File: src/rtl/rom_arbiter.sv
// Round-robin share of one single-port ROM between two readers; one access per cycle, no backpressure.
// Data returns ROM_LATENCY+1 cycles after the grant, in grant order, flagged by a per-requester valid pulse.
module rom_arbiter #(
    parameter int ADDR_W      = 11,
    parameter int DATA_W      = 8,
    parameter int ROM_LATENCY = 1
) (
    input  logic              clk,
    input  logic              reset_n,
    input  logic              req0,
    input  logic [ADDR_W-1:0] addr0,
    output logic              gnt0,
    output logic              rvalid0,
    output logic [DATA_W-1:0] rdata0,
    input  logic              req1,
    input  logic [ADDR_W-1:0] addr1,
    output logic              gnt1,
    output logic              rvalid1,
    output logic [DATA_W-1:0] rdata1,
    output logic [ADDR_W-1:0] rom_addr,
    input  logic [DATA_W-1:0] rom_q
);
    localparam int DEPTH = ROM_LATENCY + 1;

    logic             last_gnt;
    logic             win_vld;
    logic             win_id;
    logic [DEPTH-1:0] pipe_vld;
    logic [DEPTH-1:0] pipe_id;
    logic             ret_vld;
    logic             ret_id;

    always_comb begin
        win_vld = req0 | req1;
        // On a tie the requester that did not win last time goes; otherwise whoever asks.
        win_id  = (req0 & req1) ? ~last_gnt : req1;
        ret_vld = pipe_vld[DEPTH-1];
        ret_id  = pipe_id[DEPTH-1];
    end

    always_ff @(posedge clk or negedge reset_n) begin
        if (!reset_n) begin
            gnt0     <= 1'b0;
            gnt1     <= 1'b0;
            rom_addr <= '0;
            last_gnt <= 1'b1;
            pipe_vld <= '0;
            pipe_id  <= '0;
            rvalid0  <= 1'b0;
            rvalid1  <= 1'b0;
            rdata0   <= '0;
            rdata1   <= '0;
        end else begin
            gnt0 <= win_vld & ~win_id;
            gnt1 <= win_vld & win_id;
            if (win_vld) begin
                rom_addr <= win_id ? addr1 : addr0;
                last_gnt <= win_id;
            end
            // Stage 0 is loaded on the grant edge; the last stage lines up with valid rom_q.
            pipe_vld <= {pipe_vld[DEPTH-2:0], win_vld};
            pipe_id  <= {pipe_id[DEPTH-2:0], win_id};
            rvalid0  <= ret_vld & ~ret_id;
            rvalid1  <= ret_vld & ret_id;
            if (ret_vld && !ret_id) rdata0 <= rom_q;
            if (ret_vld && ret_id)  rdata1 <= rom_q;
        end
    end
endmodule

File: config.mk
export PLATFORM = sky130hd
export DESIGN_NAME = rom_arbiter
export DESIGN_NICKNAME = d
export VERILOG_FILES = /design/src/rtl/rom_arbiter.sv
export SDC_FILE = /design/constraint.sdc
export NUM_CORES = 1
export LEC_CHECK = 0
export ABC_AREA = 1
export BUFFER_PORTS_ARGS = -buffer_cell sky130_fd_sc_hd__buf_2
export CAP_MARGIN = 40
export CELL_PAD_IN_SITES_DETAIL_PLACEMENT = 1
export CELL_PAD_IN_SITES_GLOBAL_PLACEMENT = 2
export CORE_MARGIN = 5
export CORE_UTILIZATION = 27
export CTS_BUF_LIST = sky130_fd_sc_hd__clkbuf_8
export CTS_CLUSTER_SIZE = 40
export DETAILED_ROUTE_END_ITERATION = 8
export PLACE_DENSITY = 0.77
export SLEW_MARGIN = 20
export SYNTH_ARGS = -nofsm -noshare
export SYNTH_HDL_FRONTEND = slang
export SYNTH_SLANG_ARGS = --single-unit
File: constraint.sdc
create_clock -name clk -period 1.3 [get_ports clk]
set_input_delay 0.065 -clock clk [delete_from_list [all_inputs] [get_ports clk]]
set_output_delay 0.065 -clock clk [all_outputs]
set_load 0.01 [all_outputs]
==> summary.md, run 1 <==
At the pin with the least slew margin, the transition time is 473 ps. The final layout contains 268 nets. The die covers 7150 µm².

Excluding fillers, the count of instances in the completed layout stands at 307. The buffer depth of the longest clock path was 2. The post-cts sizing count was 0; the post-synthesis sequential area ratio was 0.601.

Setup repair after global routing left no endpoint under its margin. From left edge to right edge, the die measures 84.6 µm. For the final database, setup skew stands at 2.94 ps.

Clock tree synthesis inserted a total of 5 buffers. Summing all non-filler instances in the final layout gives an area of 2020 µm². The hold buffer count at CTS came out at 1. The fraction of power consumed by combinational cells was 0.198; the net load switching power was 0.751 mW. The initial core utilization was 0.276; the count of vias placed by the detailed router was 1281. After global routing, the most crowded layer is met2. The wire length of the first global-routing pass came out at 6450 µm. For the number of top-level pins, the log shows 65. The slowest stage of the critical path is the sky130_fd_sc_hd__dfstp_2 cell.

Buffers added to address setup during post-CTS repair amount to 0. Of all nets on the critical path, the largest fanout is 9. The share of Yosys cell area claimed by the top area cell type came out at 0.583.

By area the synthesized netlist is led by sky130_fd_sc_hd__dfrtp_1 58%, sky130_fd_sc_hd__nand2_1 13%, sky130_fd_sc_hd__nand3_1 7.3%. The worst setup path is launched from a flip-flop. The congestion estimate from routability-driven global placement came to 0.698. Layout cell share with drive strength beyond 1: 0.379.

The logs give 280 ps for the clock insertion delay at the later pin of the skew report and 36 for the DRC violation total after the first TritonRoute iteration. For the fill cell total of the finished layout, the log shows 673. The H-tree was split into 2 levels.

Port buffering added 64 buffers. After detailed routing, the average wire length per cell comes to 12.4 µm. The biggest area contributor in the post-synthesis netlist is sky130_fd_sc_hd__dfrtp_1. The logs give 3820 µm for the post-detailed-routing wire length and 0.684 for the worst slew margin relative to its limit. The power density of the placed cells was 1310 nW/µm². The core occupancy in the finished layout came out at 0.372.

The clock transition at the registers of the reported paths is 70 ps, and the placed cell count is 298. The global-route usage over all layers is 0.113. The clock net in this run drives a total of 36 sinks. Class of the tightest hold or removal check: primary input to flip-flop. The initialized floorplan defines 27 standard-cell rows.

The mean instance size in the synthesized netlist was 9.16 µm². The power share of the sequential group was 0.498. On the worst path, the slowest cell contributes a delay of 530 ps. The die is 84.6 µm tall.

The critical path endpoint category is a flip-flop. The critical path goes through nand2_1 > buf_4 > nand3_1 > nand2_1 > inv_1 > nand2_1. The switching share of power came out at 0.283. The async set-or-reset flop fraction in the synthesized netlist was 1.00. The global routing met1 resource utilization is 0.129. The via count of the first global-routing pass was 1365; the reported max-cap violation count was 0.

The post-synthesis cell count was 164. The initial antenna violation count was 0. The multi-input combinational cells in the finished layout cover a total of 442 µm². In the synthesized netlist the dominant register cell turns out to be sky130_fd_sc_hd__dfrtp_1. The number of endpoints with negative hold slack in the final report is 0.

The total power is 2.65 mW, and the first-pass iteration count of the detailed router is 4. The core region is 5440 µm². After synthesis, the most frequently instantiated cells are 53 x sky130_fd_sc_hd__nand2_1, 35 x sky130_fd_sc_hd__dfrtp_1, 25 x sky130_fd_sc_hd__inv_1, 22 x sky130_fd_sc_hd__nand3_1. The internal power contribution came out at 1.90 mW. In the final layout, flip-flops and latches occupy 902 µm². The instance area after placement came out at 1920 µm². For this design the static power due to leakage is 1.15 nW. For the highest ir drop seen on vdd, the log shows 0.439 mV.

The tools report the number of antenna cells inserted as 0. STA puts the critical path data required time at 1470 ps. The met3 track utilization from global routing is 0.0540, and the time the worst path needs with I/O delays and setup is 1130 ps.

Among all cell types in the netlist, the one instantiated most often is sky130_fd_sc_hd__nand2_1. The synthesized design contains 0 enable-type register cells. The number of nets in the synthesized netlist is 198. The routed via count divided by cell count was 4.17; the area growth from synthesis to final layout was 34.6%. The tools report the final count of negative-setup-slack endpoints as 0. In this run the clock root is driven by a sky130_fd_sc_hd__clkbuf_8. The pin count of the biggest net entering global routing is 21. Among the stages of the critical path, the cell type that occurs most often is sky130_fd_sc_hd__nand2_1. The run gives 0 as the final max-slew violation count. The worst setup path is of the flip-flop to flip-flop kind. The final worst-path cycle share is 0.871. TritonCTS built the clock tree. The number of nets with antenna violations after routing is 0, and the total overflow reported by the global router is 0. Synthesis instantiated 15 different standard cells from the library. The met2 routing resource usage after global routing was 0.190. The remaining design rule violation count came out at 0. The sum of net half-perimeters after detailed placement was 2920 µm. Adding up every negative setup slack in the final design gives 0 ps.

Yosys printed 0 warnings. The clock power share is 0.304. For the data arrival time of the critical path, the log shows 1310 ps. For this run, the top clock speed supported by timing is 883 MHz.

The run finished with clean final reports. Synthesis inferred 36 register bits. Netlist area before placement: 1500 µm².
==> layout make-up <==
type,count,area share
clock buffers,6,0.0409
inverters,25,0.0464
clock inverters,2,0.00495
multi-input cells,95,0.219
repair buffers,71,0.198
flip-flops and latches,36,0.446
well taps,72,0.0446
==> cell usage in the layout, fill, tap and decap left out <==
| master | Yosys | final |
|---|---|---|
| sky130_fd_sc_hd__clkbuf_8 | 0 | 6 |
| sky130_fd_sc_hd__buf_12 | 1 | 2 |
| sky130_fd_sc_hd__nand2_1 | 53 | 53 |
| sky130_fd_sc_hd__buf_2 | 5 | 64 |
| sky130_fd_sc_hd__dlygate4sd3_1 | 0 | 1 |
| sky130_fd_sc_hd__inv_1 | 25 | 25 |
| sky130_fd_sc_hd__o21ai_0 | 8 | 8 |
| sky130_fd_sc_hd__nor2_2 | 1 | 1 |
| sky130_fd_sc_hd__clkinv_2 | 0 | 2 |
| sky130_fd_sc_hd__nor2_1 | 1 | 1 |
| sky130_fd_sc_hd__buf_4 | 1 | 4 |
| sky130_fd_sc_hd__dfstp_2 | 1 | 1 |
| sky130_fd_sc_hd__or2_1 | 1 | 1 |
| sky130_fd_sc_hd__nand3_1 | 22 | 22 |
| sky130_fd_sc_hd__nand2_2 | 1 | 1 |
| sky130_fd_sc_hd__dfrtp_1 | 35 | 35 |
| sky130_fd_sc_hd__o21ai_2 | 8 | 8 |
==> power groups by stage <==
stage	registers, mW	clock network, mW	logic, mW
finish	1.32	0.807	0.526
global placement	1.34	0	0.530
detailed placement	1.34	0	0.542
CTS	1.33	0.841	0.545
floorplan	1.40	0	0.216
global route	1.34	0.893	0.597
==> worst max-delay path: cells and delay by family, from the launching register on <==
| family | cells | cell delay [ps] |
|---|---|---|
| DFF | 1 | 530 |
| and+or+nand+nor | 4 | 250 |
| buffers and inverters | 2 | 240 |
==> routing by layer <==
layer / share of wire / up-vias
met4: 0.0058 / 0
met3: 0.080 / 4
met5: 0 / -
met1: 0.43 / 589
li1: - / 640
met2: 0.49 / 48
==> stage by stage <==
step	hold WS (ps)	setup slack (ps)
after floorplan	-231	235
after global placement	20.7	200
after detailed placement	15.7	166
after CTS	12.6	153
after global routing	12.6	48.8
final	16.1	168
==> state kept, by name, indices dropped and copies added (netlist names) <==
name	cells
gnt0	1
rdata1	8
rom_addr	11
last_gnt	1
rvalid1	1
pipe_id	2
pipe_vld	2
rdata0	8
rvalid0	1
gnt1	1
==> worst paths after layout <==
check                                 from          end  slack (ps)  depth (start not counted)
max in group asynchronous          reset_n     last_gnt         530                          3
worst max register to register    last_gnt  rom_addr[3]         170                          6
worst min register to register  pipe_id[0]   pipe_id[1]         350                          0
min in group asynchronous          reset_n      rvalid0         250                          2
worst min-delay path              addr0[1]  rom_addr[1]          20                          3
worst max-delay path              last_gnt  rom_addr[3]         170                          6
==> kinds of logic after synthesis <==
group | Yosys count | share of synthesized area
buf+inv | 33 | 0.105
compound gates | 16 | 0.0733
flops | 36 | 0.601
simple gates | 79 | 0.221
Power figures use the tool's default switching activity.
==> inputs of run 2 (changes only) <==
--- a/config.mk
+++ b/config.mk
@@ -11,11 +11,10 @@
 export CELL_PAD_IN_SITES_DETAIL_PLACEMENT = 1
 export CELL_PAD_IN_SITES_GLOBAL_PLACEMENT = 2
 export CORE_MARGIN = 5
-export CORE_UTILIZATION = 27
-export CTS_BUF_LIST = sky130_fd_sc_hd__clkbuf_8
+export CORE_UTILIZATION = 26
 export CTS_CLUSTER_SIZE = 40
 export DETAILED_ROUTE_END_ITERATION = 8
-export PLACE_DENSITY = 0.77
+export PLACE_DENSITY = 0.75
 export SLEW_MARGIN = 20
 export SYNTH_ARGS = -nofsm -noshare
 export SYNTH_HDL_FRONTEND = slang
==> summary.md, run 2 (same netlist as run 1, synthesis figures left out) <==
Registers take 902 µm². H-tree depth: 2. Global-route usage over all layers: 0.114.

The tools report the sort of element at the start of the critical path as a flip-flop. Detailed placement ended at an HPWL of 3160 µm. For this run the aggregate overflow at the end of global routing stands at 0. The analysis attributes to cell leakage a power of 1.17 nW.

After layout, the design draws a total of 2.80 mW. Dividing total power by cell area gives a power density of 1370 nW/µm². Routability-driven placement finished with a final weighted congestion of 0.698. The number of top-level pins came out at 65.

The tools report the initial core utilization as 0.269. In this run the critical register-to-register path is launched from pipe_id[1]. The initialized floorplan defines 27 standard-cell rows. The class of the tightest hold or removal check is primary input to flip-flop.

The final max-slew violation count was 0; the flip-flop count of the largest register, all copies and words added was 11. The layout cell share with drive strength beyond 1 was 0.392. Once detail routing completed, the nets flagged for antenna violations numbered 0.

Clock tree root driver cell: sky130_fd_sc_hd__clkbuf_8. In the routed layout, each cell is associated on average with a via count of 4.20. The maximum clock frequency is 868 MHz. The tools report the required time of the critical path as 1460 ps. The clock insertion delay at the later pin of the skew report was 280 ps; the floorplan die width was 86.0 µm. The initial antenna violation count was 0. The logs give 273 for the final net count and 442 µm² for the area occupied by multi-input gates. For this run, design rule violations remaining after detail routing come to 0.

rom_addr holds more flip-flops than any other register. The tools report the reported max-cap violation count as 0. The largest clock skew in the final design is 2.50 ps. The run finished with clean final reports. The die span in y came out at 86.0 µm. The logs give 0.685 for the worst slew margin relative to its limit and 22 for the DRC violation total after the first TritonRoute iteration. Of all nets on the critical path, the largest fanout is 17. The logs give 3 for the first-pass iteration count of the detailed router and 2 for the buffer depth of the longest clock path. The post-detailed-routing wire length is 3960 µm, and the final worst-path cycle share is 0.886. The clock transition at the registers of the reported paths was 70 ps. The wire length per cell after detailed routing is 12.7 µm.

The final count of negative-setup-slack endpoints was 0. The data arrival time of the critical path is 1310 ps. The worst setup path is of the flip-flop to flip-flop kind. On the final layout, the worst hold slack is 10.6 ps. Setup total negative slack on the finished layout was measured at 0 ps. In this run the standard cell core region covers 5570 µm². Entering global routing, the biggest net connects 21 pins. Setup repair after global routing left no endpoint under its margin. STA classifies the critical path endpoint as a flip-flop.

The highest ir drop seen on vdd is 0.459 mV, and the fill cell total of the finished layout is 694. The largest registers in the layout are rom_addr (11), rdata0 (8), rdata1 (8). The library cell used most frequently in the layout, excluding fill and tap cells, is sky130_fd_sc_hd__buf_2.

Actual transition at the worst max-transition pin: 473 ps. The worst path in the final design needs a cycle of 1150 ps, including I/O delays and setup. The number of antenna cells inserted came out at 0.

For the via count of the first global-routing pass, the log shows 1432. TritonCTS built the clock tree. The launch point of the worst path was pipe_id[1]. Number of CTS-inserted buffers: 5. The startpoint identified for the worst hold timing path is addr0[6]. The logs give 7390 µm² for the total die area and 36 for the clock sink count.

The count of buffers added on input and output ports is 64. The number of endpoints with negative hold slack in the final report is 0. The run gives 6620 µm as the wire length of the first global-routing pass.

Summing over every cut layer, the via total after detailed routing is 1309. The area growth from synthesis to layout is 36.4%. Across all register-to-register paths, the minimum setup slack is 150 ps.

The top cell types in the final layout, fill and taps aside, are 64 x sky130_fd_sc_hd__buf_2, 53 x sky130_fd_sc_hd__nand2_1, 35 x sky130_fd_sc_hd__dfrtp_1.
[run 2: final cells by class]
cell class,instances,share of cell area
flip-flops and latches,36,0.440
multi-input cells,95,0.216
repair buffers,76,0.202
inverters,25,0.0458
well taps,72,0.0440
clock buffers,6,0.0354
clock inverters,2,0.0171
[run 2: critical path: stages (launching register included)]
cell and delay (ps):
sky130_fd_sc_hd__dfrtp_1 370, sky130_fd_sc_hd__or2_2 460, sky130_fd_sc_hd__nand2_1 140, sky130_fd_sc_hd__o21ai_2 60
[run 2: per-layer routing]
| layer | part of all wire | vias to the layer above | GRT usage |
|---|---|---|---|
| met2 | 0.43 | 59 | 0.181 |
| met4 | 0.0073 | 0 | 0.0345 |
| met1 | 0.45 | 594 | 0.137 |
| met3 | 0.11 | 4 | 0.0548 |
| met5 | 0 | - | 0 |
| li1 | - | 652 | - |
[run 2: through the flow]
step	worst slack (ps)	util	cells	area (µm²)
floorplan	235	-	164	1500
global placement	68.9	0.346	303	1930
detailed placement	-20.5	0.346	303	1930
CTS	127	0.367	312	2050
global route	82.8	0.367	312	2050
finish	149	0.367	312	2050
[run 2: repair_timing]
item | 4_1_cts | 5_1_grt
hold buffers | 1 | 0
setup endpoints to repair | 7 | 0
gates resized for setup | 1 | 0
buffers inserted | 0 | 0
hold endpoints to repair | 17 | 0
[run 2: path summary, 6_finish.rpt]
kind,end,cells after the start
min in group asynchronous,rdata1[5],2
max,rdata0[0],3
max reg2reg,rdata0[0],3
min reg2reg,pipe_vld[1],0
max in group asynchronous,rdata1[7],3
min,rom_addr[6],3
[run 2: report_power, final]
part	leakage [nW]	switching, mW	internal [mW]	total [mW]
combinational	0.680	0.301	0.226	0.527
sequential	0.431	0.0682	1.26	1.32
clock	0.0552	0.384	0.569	0.953
total	1.17	0.753	2.05	2.80
==> inputs of run 3 (changes only) <==
--- a/config.mk
+++ b/config.mk
@@ -15,6 +15,7 @@
 export CTS_CLUSTER_SIZE = 40
 export DETAILED_ROUTE_END_ITERATION = 8
 export PLACE_DENSITY = 0.75
+export REMOVE_ABC_BUFFERS = 1
 export SLEW_MARGIN = 20
 export SYNTH_ARGS = -nofsm -noshare
 export SYNTH_HDL_FRONTEND = slang
==> summary.md, run 3 (same netlist as run 1, synthesis figures left out) <==
Summing all multi-input logic gate instances after layout gives 447 µm². The number of endpoints with negative hold slack in the final report was 0; the DRC violation total after the first TritonRoute iteration was 20. The tools report the total die area as 7390 µm².

The worst setup path is of the flip-flop to flip-flop kind. The final max-slew violation count was 0; the depth of the worst hold-timing path was 3. For this design the total switching power over the nets is 0.739 mW.

Pin placement for this block handled 65 I/O pins. After detailed routing, the number of remaining DRC violations is 0. The layout cell share with drive strength beyond 1 came out at 0.384. The number of nets with antenna violations after routing was 0. Dividing the detail-routed via count by the number of cells gives 4.14. The register with the most flip-flops was rom_addr. The core region is 5570 µm².

The tools report the post-CTS setup-driven buffer insertion count as 0. The clock power share was 0.283; the internal power contribution was 1.85 mW. The flow ran to the end, and the final reports show no timing, DRC or antenna violations. The tightest min-delay check is of the primary input to flip-flop type. The number of antenna diodes in the final layout is 0.

In the layout the commonest cells are 64 x sky130_fd_sc_hd__buf_2, 51 x sky130_fd_sc_hd__nand2_1, 35 x sky130_fd_sc_hd__dfrtp_1. Clock tree root driver cell: sky130_fd_sc_hd__clkbuf_8. The final count of negative-setup-slack endpoints was 0; the final worst-path cycle share was 0.873. Clock tree synthesis found a total of 36 sinks. Static timing analysis puts the maximum clock frequency at 881 MHz. Adding up every negative setup slack in the final design gives 0 ps. Clock-pin slew was measured on the worst setup and hold paths at 70 ps. The actual transition at the worst max-transition pin works out to 417 ps. Switching share of power: 0.286. Entering global routing, the biggest net connects 18 pins. Power share of the sequential group: 0.512. Global-route usage over all layers: 0.120.

The layout has 689 filler cells. Detailed routing inserted a total of 1278 vias. Setup repair after global routing left no endpoint under its margin. The fraction of power consumed by combinational cells was 0.206; the total power was 2.59 mW. Across all hold checks on the routed design, the worst slack comes to 18.3 ps. The number of CTS-inserted buffers is 5, and the final net count is 271.

The worst slew margin relative to its limit is 0.722, and the time the worst path needs with I/O delays and setup is 1140 ps. Launch point of the worst path: last_gnt. Reg-to-reg critical path startpoint: last_gnt. The area growth from synthesis to final layout works out to 34.7%. The number of cells on the worst reg-to-reg path is 6. The tools report the wire length of the first global-routing pass as 6820 µm.

The logs give 0 for the total overflow reported by the global router and 0 for the initial antenna violation count. For the required time of the critical path, the log shows 1480 ps. Wires add up to 4070 µm.

In this run the deepest clock path goes through 2 buffers. Dividing total power by cell area gives a power density of 1280 nW/µm². Terminus of the critical flop-to-flop path: rom_addr[1].

Dividing the detail-routed wire length by the instance count gives 13.2 µm. For this run, the detailed router's first-pass iteration total came to 3. Die span in y: 86.0 µm. The run gives 1310 ps as the data arrival time of the critical path. Initial core utilization: 0.269. STA classifies the critical path startpoint as a flip-flop. The number of placement rows was 27.

The floorplan die width was 86.0 µm. Once detailed placement completed, the half-perimeter wirelength came to 3150 µm. For the core occupancy in the finished layout, the log shows 0.363. CTS built an H-tree with a depth of 2. The library cell used most frequently in the layout, excluding fill and tap cells, is sky130_fd_sc_hd__buf_2. Summing all flip-flop and latch instances after layout gives 902 µm².

TritonCTS built the clock tree. The largest registers in the layout are rom_addr (11), rdata0 (8), rdata1 (8). The worst setup path is captured at a flip-flop. The flip-flop count of the largest register, all copies and words added was 11; the largest clock skew in the final design was 4.09 ps.

Setup slack on the worst reg-to-reg path comes out at 160 ps. At the later pin of the worst-skew pair, clock insertion delay measures 280 ps. Reported max-cap violation count: 0. The via count of the first global-routing pass was 1408. The highest ir drop seen on vdd was 0.408 mV; the count of input and output buffers was 64.

The analysis attributes to cell leakage a power of 1.15 nW. At the end of routability-driven placement, the weighted congestion stood at 0.678. The endpoint of the most critical setup path was rom_addr[1].

The maximum fanout encountered on the critical timing path came out at 7.
run 3: cell type report:
cell class / instances / area share
clock buffers: 6 / 0.0359
clock inverters: 1 / 0.00247
inverters: 25 / 0.0464
multi-input cells: 95 / 0.221
flip-flops and latches: 36 / 0.446
well taps: 72 / 0.0445
repair buffers: 74 / 0.204
run 3: through the flow:
step	worst slack [ps]	cell area, µm²	std cells
after floorplan	80.0	1440	156
after global placement	154	1920	300
after detailed placement	84.7	1920	300
after CTS	63.3	2020	309
after global routing	62.3	2020	309
final	165	2020	309
run 3: critical path, cell delays in order, from the launching register on:
cell and delay (ps):
sky130_fd_sc_hd__dfstp_2 540, sky130_fd_sc_hd__nand2_2 100, sky130_fd_sc_hd__buf_4 180, sky130_fd_sc_hd__nand3_1 70, sky130_fd_sc_hd__nand2_1 50, sky130_fd_sc_hd__inv_1 50
sky130_fd_sc_hd__nand2_1 40
run 3: worst min-delay path by stage:
stage / slack, ps / endpoint / from
after CTS: 3 / rom_addr[10] / addr0[10]
after detailed placement: -20 / rvalid0 / reset_n
after floorplan: -230 / gnt0 / reset_n
final: 20 / rom_addr[10] / addr0[10]
after global placement: -30 / rvalid0 / reset_n
after global routing: 10 / rom_addr[10] / addr0[10]
run 3: routing by layer:
layer / up-vias / global-route usage / part of all wire
met5: - / 0 / 0
met2: 55 / 0.186 / 0.44
met3: 4 / 0.0548 / 0.096
li1: 645 / - / -
met4: 0 / 0.0302 / 0.011
met1: 574 / 0.151 / 0.46
run 3: power by group through the flow:
| stage | Clock [mW] | Combinational (mW) | Sequential [mW] |
|---|---|---|---|
| after floorplan | 0 | 0.184 | 1.40 |
| after global placement | 0 | 0.528 | 1.34 |
| after detailed placement | 0 | 0.543 | 1.34 |
| after CTS | 0.781 | 0.547 | 1.33 |
| after global routing | 0.834 | 0.602 | 1.34 |
| final | 0.731 | 0.532 | 1.32 |
run 3: timing repair:
action	4_1_cts	5_1_grt
hold buffers	2	0
endpoints found under the hold margin	20	0
setup endpoints to repair	0	8
resized for setup	0	2
